===== src/rtl/qcw_zc_tracker.sv =====
// -----------------------------------------------------------------------------
// qcw_zc_tracker
//
// Measures the resonant period of the QCW tank from the primary-CT zero-cross
// comparator. It supplies qcw_osc with period, phase_shift and a latch strobe,
// which closes the drive loop. Everything runs on clk_logic. zc_in is
// asynchronous and is synchronised on the way in.
//
// Ports:
//   clk_logic       logic clock (only clock)
//   reset_n         asynchronous active-low reset
//   enable          tracking enable; low forces IDLE
//   zc_in           asynchronous zero-cross comparator output
//   default_period  open-loop period, serdes-bit units
//   delay_comp      loop-delay compensation subtracted from phase, serdes bits
//   period          period to qcw_osc, serdes bits
//   phase_shift     phase shift to qcw_osc, serdes bits
//   latch           one-cycle strobe when period/phase_shift change
//   locked          high while in TRACK
//   fault           sticky zero-cross loss flag (cleared in IDLE)
//
// Optional build macro:
//   QCW_PERIOD_AVG_EN  In TRACK, period is a 1/4-gain IIR average of the
//                      measured interval rather than the raw measurement.
// -----------------------------------------------------------------------------
module qcw_zc_tracker #(
    parameter int CNT_W        = 20,
    parameter int SERDES_SHIFT = 2,
    parameter int MIN_CNT      = 16,
    parameter int MAX_CNT      = 4096,
    parameter int LOCK_COUNT   = 4,
    parameter int TIMEOUT_CNT  = 8192
) (
    input  logic        clk_logic,
    input  logic        reset_n,
    input  logic        enable,
    input  logic        zc_in,
    input  logic [23:0] default_period,
    input  logic [15:0] delay_comp,
    output logic [23:0] period,
    output logic [23:0] phase_shift,
    output logic        latch,
    output logic        locked,
    output logic        fault
);

    localparam int MW    = CNT_W + SERDES_SHIFT;
    localparam int RUN_W = $clog2(LOCK_COUNT + 1);

    localparam logic [CNT_W-1:0] MIN_N     = CNT_W'(MIN_CNT);
    localparam logic [CNT_W-1:0] MAX_N     = CNT_W'(MAX_CNT);
    localparam logic [CNT_W-1:0] TIMEOUT_N = CNT_W'(TIMEOUT_CNT);
    localparam logic [RUN_W-1:0] RUN_LAST  = RUN_W'(LOCK_COUNT - 1);

    typedef enum logic [1:0] {IDLE, ACQUIRE, TRACK, FAULT} state_t;

    state_t             state, state_nxt;
    logic               zc_s1, zc_s2, zc_s3;
    logic               edge_det;
    logic [CNT_W-1:0]   cnt, cnt_nxt;
    logic [RUN_W-1:0]   run, run_nxt;
    logic               first_edge, first_edge_nxt;
    logic [23:0]        period_nxt, phase_nxt;
    logic               latch_nxt;
    logic [MW-1:0]      meas_wide;
    logic [23:0]        meas;
    logic [23:0]        track_period;
    logic [23:0]        dflt_phase;
    logic               in_range, too_short, glitch, timeout;

    // Quarter period minus the loop-delay compensation, floored at zero.
    function automatic logic [23:0] phase_of(input logic [23:0] p,
                                             input logic [15:0] dc);
        logic [23:0] q;
        q = p >> 2;
        if (q < {8'd0, dc})
            return '0;
        return q - {8'd0, dc};
    endfunction

    assign edge_det   = zc_s2 & ~zc_s3;
    assign meas_wide  = MW'(cnt) << SERDES_SHIFT;
    assign meas       = 24'(meas_wide);
    assign dflt_phase = phase_of(default_period, delay_comp);
    assign too_short  = (cnt < MIN_N);
    assign in_range   = !too_short && (cnt <= MAX_N);
    // In TRACK a short interval is a comparator glitch: the counter keeps
    // running so the next true edge still measures the full period.
    assign glitch     = (state == TRACK) && edge_det && too_short;
    // An edge landing on the timeout cycle wins over the timeout.
    assign timeout    = (cnt == TIMEOUT_N) && !edge_det;

`ifdef QCW_PERIOD_AVG_EN
    // While in TRACK the period register already holds the running average
    // (seeded with the locking measurement), so it doubles as the IIR state.
    logic signed [24:0] avg_diff, avg_sum;
    assign avg_diff     = $signed({1'b0, meas}) - $signed({1'b0, period});
    assign avg_sum      = $signed({1'b0, period}) + (avg_diff >>> 2);
    assign track_period = avg_sum[23:0];
`else
    assign track_period = meas;
`endif

    always_comb begin
        cnt_nxt = cnt;
        if (state == IDLE)
            cnt_nxt = '0;
        else if (edge_det && !glitch)
            cnt_nxt = CNT_W'(1);
        else if (cnt != TIMEOUT_N)
            cnt_nxt = cnt + 1'b1;
    end

    always_comb begin
        // NOTE: every output of this block gets a default first, so no path
        // leaves a signal unassigned and no latch is inferred.
        state_nxt      = state;
        run_nxt        = run;
        first_edge_nxt = first_edge;
        period_nxt     = period;
        phase_nxt      = phase_shift;
        latch_nxt      = 1'b0;

        if (!enable) begin
            state_nxt  = IDLE;
            period_nxt = default_period;
            phase_nxt  = dflt_phase;
        end else begin
            unique case (state)
                IDLE: begin
                    state_nxt      = ACQUIRE;
                    run_nxt        = '0;
                    first_edge_nxt = 1'b1;
                    period_nxt     = default_period;
                    phase_nxt      = dflt_phase;
                    latch_nxt      = 1'b1;
                end
                ACQUIRE: begin
                    if (edge_det) begin
                        if (first_edge) begin
                            first_edge_nxt = 1'b0;
                        end else if (in_range) begin
                            if (run == RUN_LAST) begin
                                state_nxt  = TRACK;
                                run_nxt    = '0;
                                period_nxt = meas;
                                phase_nxt  = phase_of(meas, delay_comp);
                                latch_nxt  = 1'b1;
                            end else begin
                                run_nxt = run + 1'b1;
                            end
                        end else begin
                            run_nxt = '0;
                        end
                    end else if (timeout) begin
                        state_nxt  = FAULT;
                        period_nxt = default_period;
                        phase_nxt  = dflt_phase;
                        latch_nxt  = 1'b1;
                    end
                end
                TRACK: begin
                    if (edge_det) begin
                        if (in_range) begin
                            period_nxt = track_period;
                            phase_nxt  = phase_of(track_period, delay_comp);
                            latch_nxt  = 1'b1;
                        end else if (!too_short) begin
                            state_nxt      = ACQUIRE;
                            run_nxt        = '0;
                            first_edge_nxt = 1'b1;
                            period_nxt     = default_period;
                            phase_nxt      = dflt_phase;
                            latch_nxt      = 1'b1;
                        end
                    end else if (timeout) begin
                        state_nxt  = FAULT;
                        period_nxt = default_period;
                        phase_nxt  = dflt_phase;
                        latch_nxt  = 1'b1;
                    end
                end
                FAULT: begin
                    // Held until enable drops.
                end
                default: state_nxt = IDLE;
            endcase
        end
    end

    always_ff @(posedge clk_logic or negedge reset_n) begin
        if (!reset_n) begin
            state       <= IDLE;
            zc_s1       <= 1'b0;
            zc_s2       <= 1'b0;
            zc_s3       <= 1'b0;
            cnt         <= '0;
            run         <= '0;
            first_edge  <= 1'b0;
            period      <= '0;
            phase_shift <= '0;
            latch       <= 1'b0;
            locked      <= 1'b0;
            fault       <= 1'b0;
        end else begin
            // NOTE: non-blocking throughout so every register samples the
            // pre-edge values regardless of statement order.
            state       <= state_nxt;
            zc_s1       <= zc_in;
            zc_s2       <= zc_s1;
            zc_s3       <= zc_s2;
            cnt         <= cnt_nxt;
            run         <= run_nxt;
            first_edge  <= first_edge_nxt;
            period      <= period_nxt;
            phase_shift <= phase_nxt;
            latch       <= latch_nxt;
            locked      <= (state_nxt == TRACK);
            fault       <= (state_nxt == FAULT);
        end
    end

endmodule


===== config.mk =====
export PLATFORM = sky130hd
export DESIGN_NAME = qcw_zc_tracker
export DESIGN_NICKNAME = d
export VERILOG_FILES = /design/src/rtl/qcw_zc_tracker.sv
export SDC_FILE = /design/constraint.sdc
export NUM_CORES = 1
export LEC_CHECK = 0
export CAP_MARGIN = 25
export CORE_MARGIN = 2
export CORE_UTILIZATION = 26
export CTS_CLUSTER_DIAMETER = 80
export CTS_CLUSTER_SIZE = 14
export DETAILED_ROUTE_END_ITERATION = 6
export GPL_TIMING_DRIVEN = 0
export SLEW_MARGIN = 15
export SYNTH_ARGS = -nofsm -noshare
export SYNTH_HDL_FRONTEND = slang
export SYNTH_SLANG_ARGS = --single-unit

===== constraint.sdc =====
create_clock -name clk_logic -period 4 [get_ports clk_logic]
set_clock_uncertainty 0.2 [all_clocks]
set_input_delay 0.8 -clock clk_logic [delete_from_list [all_inputs] [get_ports clk_logic]]
set_output_delay 0.8 -clock clk_logic [all_outputs]
set_load 0.005 [all_outputs]

After elaboration in Yosys (flattened, before gate mapping)
Index checks and enable logic that the tools add are counted.
{"block": "op_classes", "eq_ne": 17, "magnitude_cmp": 4, "n_reduce_logical": 14, "multipliers": 0, "div": 0, "mux": 73, "n_bitwise": 2, "addsub": 4, "shift": 0}
{"op": "$mux W24", "count": 23}
{"op": "$pmux W24 S3", "count": 2}
{"op": "$mux W20", "count": 3}
{"op": "$mux W1", "count": 25}
{"op": "$sub A22 B16 Y23", "count": 1}
{"op": "$lt A22 B16 Y1", "count": 1}
{"op": "$mux W3", "count": 7}
{"op": "$sub A20 B16 Y21", "count": 1}
{"op": "$add A20 B1 Y20 const B", "count": 1}
{"op": "$eq A20 B14 Y1 const B", "count": 1}
{"op": "$le A20 B13 Y1 const B", "count": 1}
{"op": "$lt A20 B16 Y1", "count": 1}
{"op": "$lt A20 B5 Y1 const B", "count": 1}
{"op": "$ne A20 B14 Y1 const B", "count": 1}
{"op": "$mux W2", "count": 9}
{"op": "$ne A4 B4 Y1 const B", "count": 3}
{"op": "$ne A2 B2 Y1 const B", "count": 5}
{"op": "$pmux W3 S3", "count": 1}
{"op": "$reduce_and A7 Y1", "count": 1}
{"op": "$eq A2 B2 Y1 const B", "count": 3}
{"op": "$pmux W1 S3", "count": 2}
{"op": "$pmux W2 S3", "count": 1}
{"op": "$reduce_and A6 Y1", "count": 1}
{"op": "$reduce_bool A3 Y1", "count": 2}
{"op": "11 further kinds", "count": 17}
{"block": "totals", "out_inout_bits": 51, "latchBits": 0, "inputBits": 44, "regBits": 80, "wordCells": 126, "romBits": 0, "ramBits": 0, "mem_count": 0}

Longest topological paths before layout
{"block": "logic_depth", "depth_word": 15, "depth_mapped": 12, "mapped_depth_nobuf": 12}

Worst setup path before layout
Ideal clock, no wire load.
{"block": "synth_timing", "path_kind": "reg-to-reg", "startpoint": "reg cnt[1]", "endpoint": "reg period[10]", "n_path_buf": 2, "arrival_ns": 3.054, "path_slack_ns": 0.673, "setup_ns": 0.073, "path_stages_with_launch": 13, "t_required_ns": 3.727, "period_less_slack_ns": 3.327, "cell_sequence": "dfrtp_1 inv_1 ha_1 or4b_1 or4_4 a21o_4 or3_4 a31o_1 buf_6 a21oi_4 buf_6 nor2_2 a21oi_2"}
{"block": "synth_via", "elab_chain_cells": 7, "elab_cells_between_ends": 15, "classes_between": "2 x order compare; 3 x eq/ne; 6 x mux; 4 x reduce/logical"}
{"element": "start, declared", "line": "60", "rtl": "logic [CNT_W-1:0] cnt, cnt_nxt;"}
{"element": "start signal, assigned", "line": "212", "rtl": "cnt <= cnt_nxt;"}
{"element": "$lt A20 B5 Y1", "line": "85", "rtl": "assign too_short = (cnt < MIN_N);"}
{"element": "$logic_not A1 Y1"}
{"element": "$logic_and A1 B1 Y1", "line": "86", "rtl": "assign in_range = !too_short && (cnt <= MAX_N);"}
{"element": "$mux W24", "line": "164", "rtl": "if (in_range) begin"}
{"element": "$mux W24", "line": "163", "rtl": "if (edge_det) begin"}
{"element": "$pmux W24 S3", "line": "129", "rtl": "unique case (state)"}
{"element": "$mux W24", "line": "124", "rtl": "if (!enable) begin"}
{"element": "end signal, assigned", "line": "215", "rtl": "period <= period_nxt;"}
{"element": "end, declared", "line": "40", "rtl": "output logic [23:0] period,"}
Parallel ways exist; a longest one is shown, timed or not.
A chain may end at the register's enable or synchronous reset.

Worst setup path after layout
{"block": "layout_timing", "startpoint": "in delay_comp[1]", "endpoint": "reg phase_shift[3]"}
{"block": "layout_via", "elab_chain_cells": 15, "elab_cells_between_ends": 29, "classes_between": "2 x add/sub; 2 x order compare; 25 x mux"}
{"element": "start, declared", "line": "39", "rtl": "input logic [15:0] delay_comp,"}
{"element": "$lt A20 B16 Y1", "line": "76", "rtl": "if (q < {8'd0, dc})"}
{"element": "$mux W1", "line": "76"}
{"element": "$mux W1", "line": "143", "rtl": "if (run == RUN_LAST) begin"}
{"element": "$mux W1", "line": "142", "rtl": "end else if (in_range) begin"}
{"element": "$mux W1", "line": "140", "rtl": "if (first_edge) begin"}
{"element": "$mux W1", "line": "139", "rtl": "if (edge_det) begin"}
{"element": "$mux W1", "line": "129"}
{"element": "$mux W1", "line": "124"}
{"element": "$mux W24", "line": "78", "rtl": "return q - {8'd0, dc};"}
{"element": "$mux W24", "line": "143"}
{"element": "$mux W24", "line": "142"}
{"element": "$mux W24", "line": "140"}
{"element": "$mux W24", "line": "139"}
{"element": "$pmux W24 S3", "line": "129"}
{"element": "$mux W24 *", "line": "124"}
{"element": "end signal, assigned", "line": "216", "rtl": "phase_shift <= phase_nxt;"}
{"element": "end, declared", "line": "41", "rtl": "output logic [23:0] phase_shift,"}
Every way passes the cells marked *; elsewhere a longest branch is shown, timed or not. The select of a mux whose other input is x is not followed.

==> implementation parameters <==
Parameter                              Value

Route
  Met2 routed wirelength ... 11.66 mm
  Number of violations reported at the end of detailed-routing iteration 0 ... 586
  Number of search-and-repair iterations in the first detailed-routing pass ... 5
  Total length of routed met3 wires ... 1.886 mm
  Average detailed-routed wire length per instance ... 19.32 um
  Overall via count from detail_route ... 7191
  Metal1 wirelength ... 10.76 mm
  Drt via density ... 5.485
  Top routing layer in use ... met4
  Final routed DRC violation total ... 0
  Post-route ant nets ... 0
  Wire length reported by the detailed router ... 25.33 mm

Yosys
  Biggest area consumer among synthesized cells ... sky130_fd_sc_hd__dfrtp_1
  Post-Synthesis Net Count ... 950
  Count of flip-flops with a built-in enable after synthesis ... 0
  Synth Cell Area ... 6864 sq um
  Top post-synthesis cells by area ... sky130_fd_sc_hd__dfrtp_1 29%, sky130_fd_sc_hd__o21ai_0 7.7%, sky130_fd_sc_hd__ha_1 7.3%, sky130_fd_sc_hd__a21oi_1 5.0%, sky130_fd_sc_hd__nor2_1 4.3%
  Total of warnings raised by yosys ... 0
  Number of synthesized register bits ... 80
  Area fraction of the dominant cell type after synthesis ... 29.17%
  Top post-synthesis cells by count ... 105 x sky130_fd_sc_hd__o21ai_0, 80 x sky130_fd_sc_hd__dfrtp_1, 78 x sky130_fd_sc_hd__nor2_1, 72 x sky130_fd_sc_hd__nand2_1, 69 x sky130_fd_sc_hd__a21oi_1
  Number of instances in the synthesized netlist ... 864
  Share of flip-flops with an asynchronous set or reset after synthesis ... 100.0%
  Sequential area share after synthesis ... 29.17%
  Most common cell in the netlist ... sky130_fd_sc_hd__o21ai_0
  Primary flip-flop cell chosen by synthesis mapping ... sky130_fd_sc_hd__dfrtp_1
  Cell variety after synth ... 77
  Synth Area per Inst ... 7.945 sq um

Placed design
  Placement-stage worst setup slack ... -0.6701 ns
  Count of buffers inserted at the top-level ports ... 93
  Final HPWL from detailed placement ... 19.75 mm
  RD Place Congestion ... 0.9361

Global route
  Number of antenna violations at the first check in global routing ... 0
  Congestion Overflow GR ... 0
  Global-route wire length before repair ... 39.16 mm
  GRT Total Usage ... 18.02%
  Maximum number of pins on one net before global-route repair ... 50
  Number of global-route vias before repair ... 6781

Clock tree
  TritonCTS clock tree ... yes
  Clock sink count ... 80
  Clock Latency Late Sink ... 0.36 ns
  Number of levels in the clock H-tree ... 3
  Clk buf depth ... 2
  Clock Tree Root ... sky130_fd_sc_hd__clkbuf_16
  Number of buffers inserted during clock tree synthesis ... 9
  Register clock-pin slew on the reported worst setup and hold paths ... 0.06 ns

Power and ir drop
  Power consumption ... 2.810 mW
  Worst IR drop on VDD ... 0.2135 mV
  Leakage ... 3.397 nW
  Power per standard cell area ... 325.5 nW/um^2

STA
  Share of the cycle needed by the critical path after routing ... 96.02%
  Unrepaired setup endpoints after global routing ... no
  Fmax ... 260.4 MHz
  Remaining max-slew budget at the tightest pin ... 52.54%
  Worst slew pin tran ... 0.6939 ns
  Shortest clock period the worst path allows after layout ... 3.841 ns
  Fin. max-slew vios ... 0
  Hold slack final ... 0.1486 ns
  Final WS setup ... 0.1591 ns
  Hold Fails Final Rpt ... 0
  Setup TNS ... 0 ns
  Number of setup violations in the final report ... 0

Floorplanning
  Number of rows in the core area ... 59
  Width of the chip ... 166.5 um
  Full die area ... 27720 sq um
  Top Ports ... 95
  Total core area ... 25980 sq um
  Initial cell density of the core ... 26.42%
  Vertical die dimension ... 166.5 um

Layout
  Diodes inserted ... 0
  FF+latch area ... 2002 sq um
  Final core utilization ... 33.21%
  Final nets ... 1057
  Share of post-route cells with drive strength above 1 ... 10.25%
  Signed area change from the synthesized netlist to the final layout ... 25.74%
  Area of the multi-input gates ... 4563 sq um
  Count of fill cells added during filler insertion ... 2720

Flow run
  Maximum Capacitance Violations ... 0

Critical path
  WP data required ... 4.04 ns
  Startpoint-to-endpoint class of the critical path ... primary input to flop
  Combined buffer and inverter count along the critical path ... 3
  Endpoint arrival time on the critical path ... 3.88 ns
  Library cell contributing the largest single delay on the critical path ... sky130_fd_sc_hd__clkdlybuf4s50_1
  Startpoint type of the worst setup path ... primary input
  Critical-path maximum fanout ... 10
  Dominant delay contributor by cell family on the critical path ... compound AO/OA/AOI/OAI gates
  Worst path cell trace ... clkdlybuf4s50_1 -> inv_1 -> ha_1 -> nor2b_1 -> o31a_1 -> o311a_1 -> o21ai_2 -> nand2_2 -> clkbuf_2 -> a32oi_1 -> o211ai_1 -> o21a_1
  Endpoint kind of the worst setup timing path ... flop
  Slowest stage delay, CP ... 0.57 ns

Run status
  Outcome ... completed

Min path
  Hold Path Class ... flop to flop
[kinds of logic (layout without fill, tap and decap cells)]
kind of cell / after synthesis / in the layout / share of synthesized area [%]
buffers and inverters: 85 / 197 / 5.104
adders and majority gates: 42 / 42 / 7.875
and+or+nand+nor: 286 / 286 / 20.49
xor gates and xnor gates: 42 / 42 / 5.359
muxes: 16 / 16 / 2.588
DFF: 80 / 80 / 29.17
AOI/OAI and AO/OA: 313 / 313 / 29.42
[stage by stage]
stage	std cells	cell area, sq um
floorplan	864	6864
finish	1311	8631
global placement	1292	8214
global route	1311	8631
detailed placement	1293	8239
CTS	1309	8571
[area by class of cell]
cell class	instances	area share, %
well taps	335	4.856
repair buffers	97	11.34
flip-flops and latches	80	23.20
clock buffers	10	2.769
plain buffers	47	2.493
inverters	37	1.609
multi-input cells	699	52.87
clock inverters	6	0.8698
[registers in the layout, indices dropped and copies added, names as in the netlist]
| signal | cells |
|---|---|
| run | 3 |
| cnt | 20 |
| locked | 1 |
| phase_shift | 24 |
| zc_s1 | 1 |
| zc_s3 | 1 |
| fault | 1 |
| zc_s2 | 1 |
| period | 24 |
| state | 2 |
| latch | 1 |
| first_edge | 1 |
[placed cells by master (no fill, tap or decap), drive strengths merged, types with 5 or more instances in the layout]
cell type      netlist  layout
o21ai              107     107
clkdlybuf4s50        0      92
a21oi               89      89
nor2                87      87
dfrtp               80      80
nand2               72      72
clkbuf              37      47
ha                  40      40
inv                 37      39
nand3               28      28
xor2                24      24
nor3                21      21
xnor2               18      18
buf                 11      15
mux2                14      14
o21a                12      12
a21o                12      12
nor2b               11      11
nand4                8       8
o22ai                8       8
or4                  8       8
nand2b               7       7
and2                 7       7
nor4                 7       7
a22oi                7       7
a211oi               7       7
a31oi                7       7
and3                 6       6
o31ai                6       6
o211ai               6       6
a32oi                6       6
or3                  6       6
a21boi               5       5
[routing by layer]
layer	vias to the layer above	global-route usage, %
met3	58	3.446
li1	3374	-
met2	318	29.86
met1	3441	22.78
met5	-	0
met4	0	8.096
[timing repair]
item,in CTS,in global routing
resized for setup,6,13
setup buffers,0,3
hold buffers,0,0
pin swaps,1,2
setup endpoints to repair,17,29
[worst paths after layout]
kind	to	cells past startpoint	from	slack [ns]
min in group asynchronous	phase_shift[5]$_DFFE_PN0P_	1	reset_n	0.19
worst max register to register	period[6]$_DFFE_PN0P_	10	cnt[0]$_DFFE_PN0P_	0.21
worst min-delay path	zc_s2$_DFF_PN0_	0	zc_s1$_DFF_PN0_	0.15
worst min register to register	zc_s2$_DFF_PN0_	0	zc_s1$_DFF_PN0_	0.15
worst max-delay path	phase_shift[3]$_DFFE_PN0P_	12	delay_comp[1]	0.16
max in group asynchronous	first_edge$_DFFE_PN0P_	2	reset_n	2.79
[report_power, final]
part           internal, mW  total (mW)  switching [mW]
clock                 0.510       0.892           0.383
combinational         0.448       0.920           0.472
sequential            0.914       0.997          0.0829
Power figures use the tool's default switching activity.
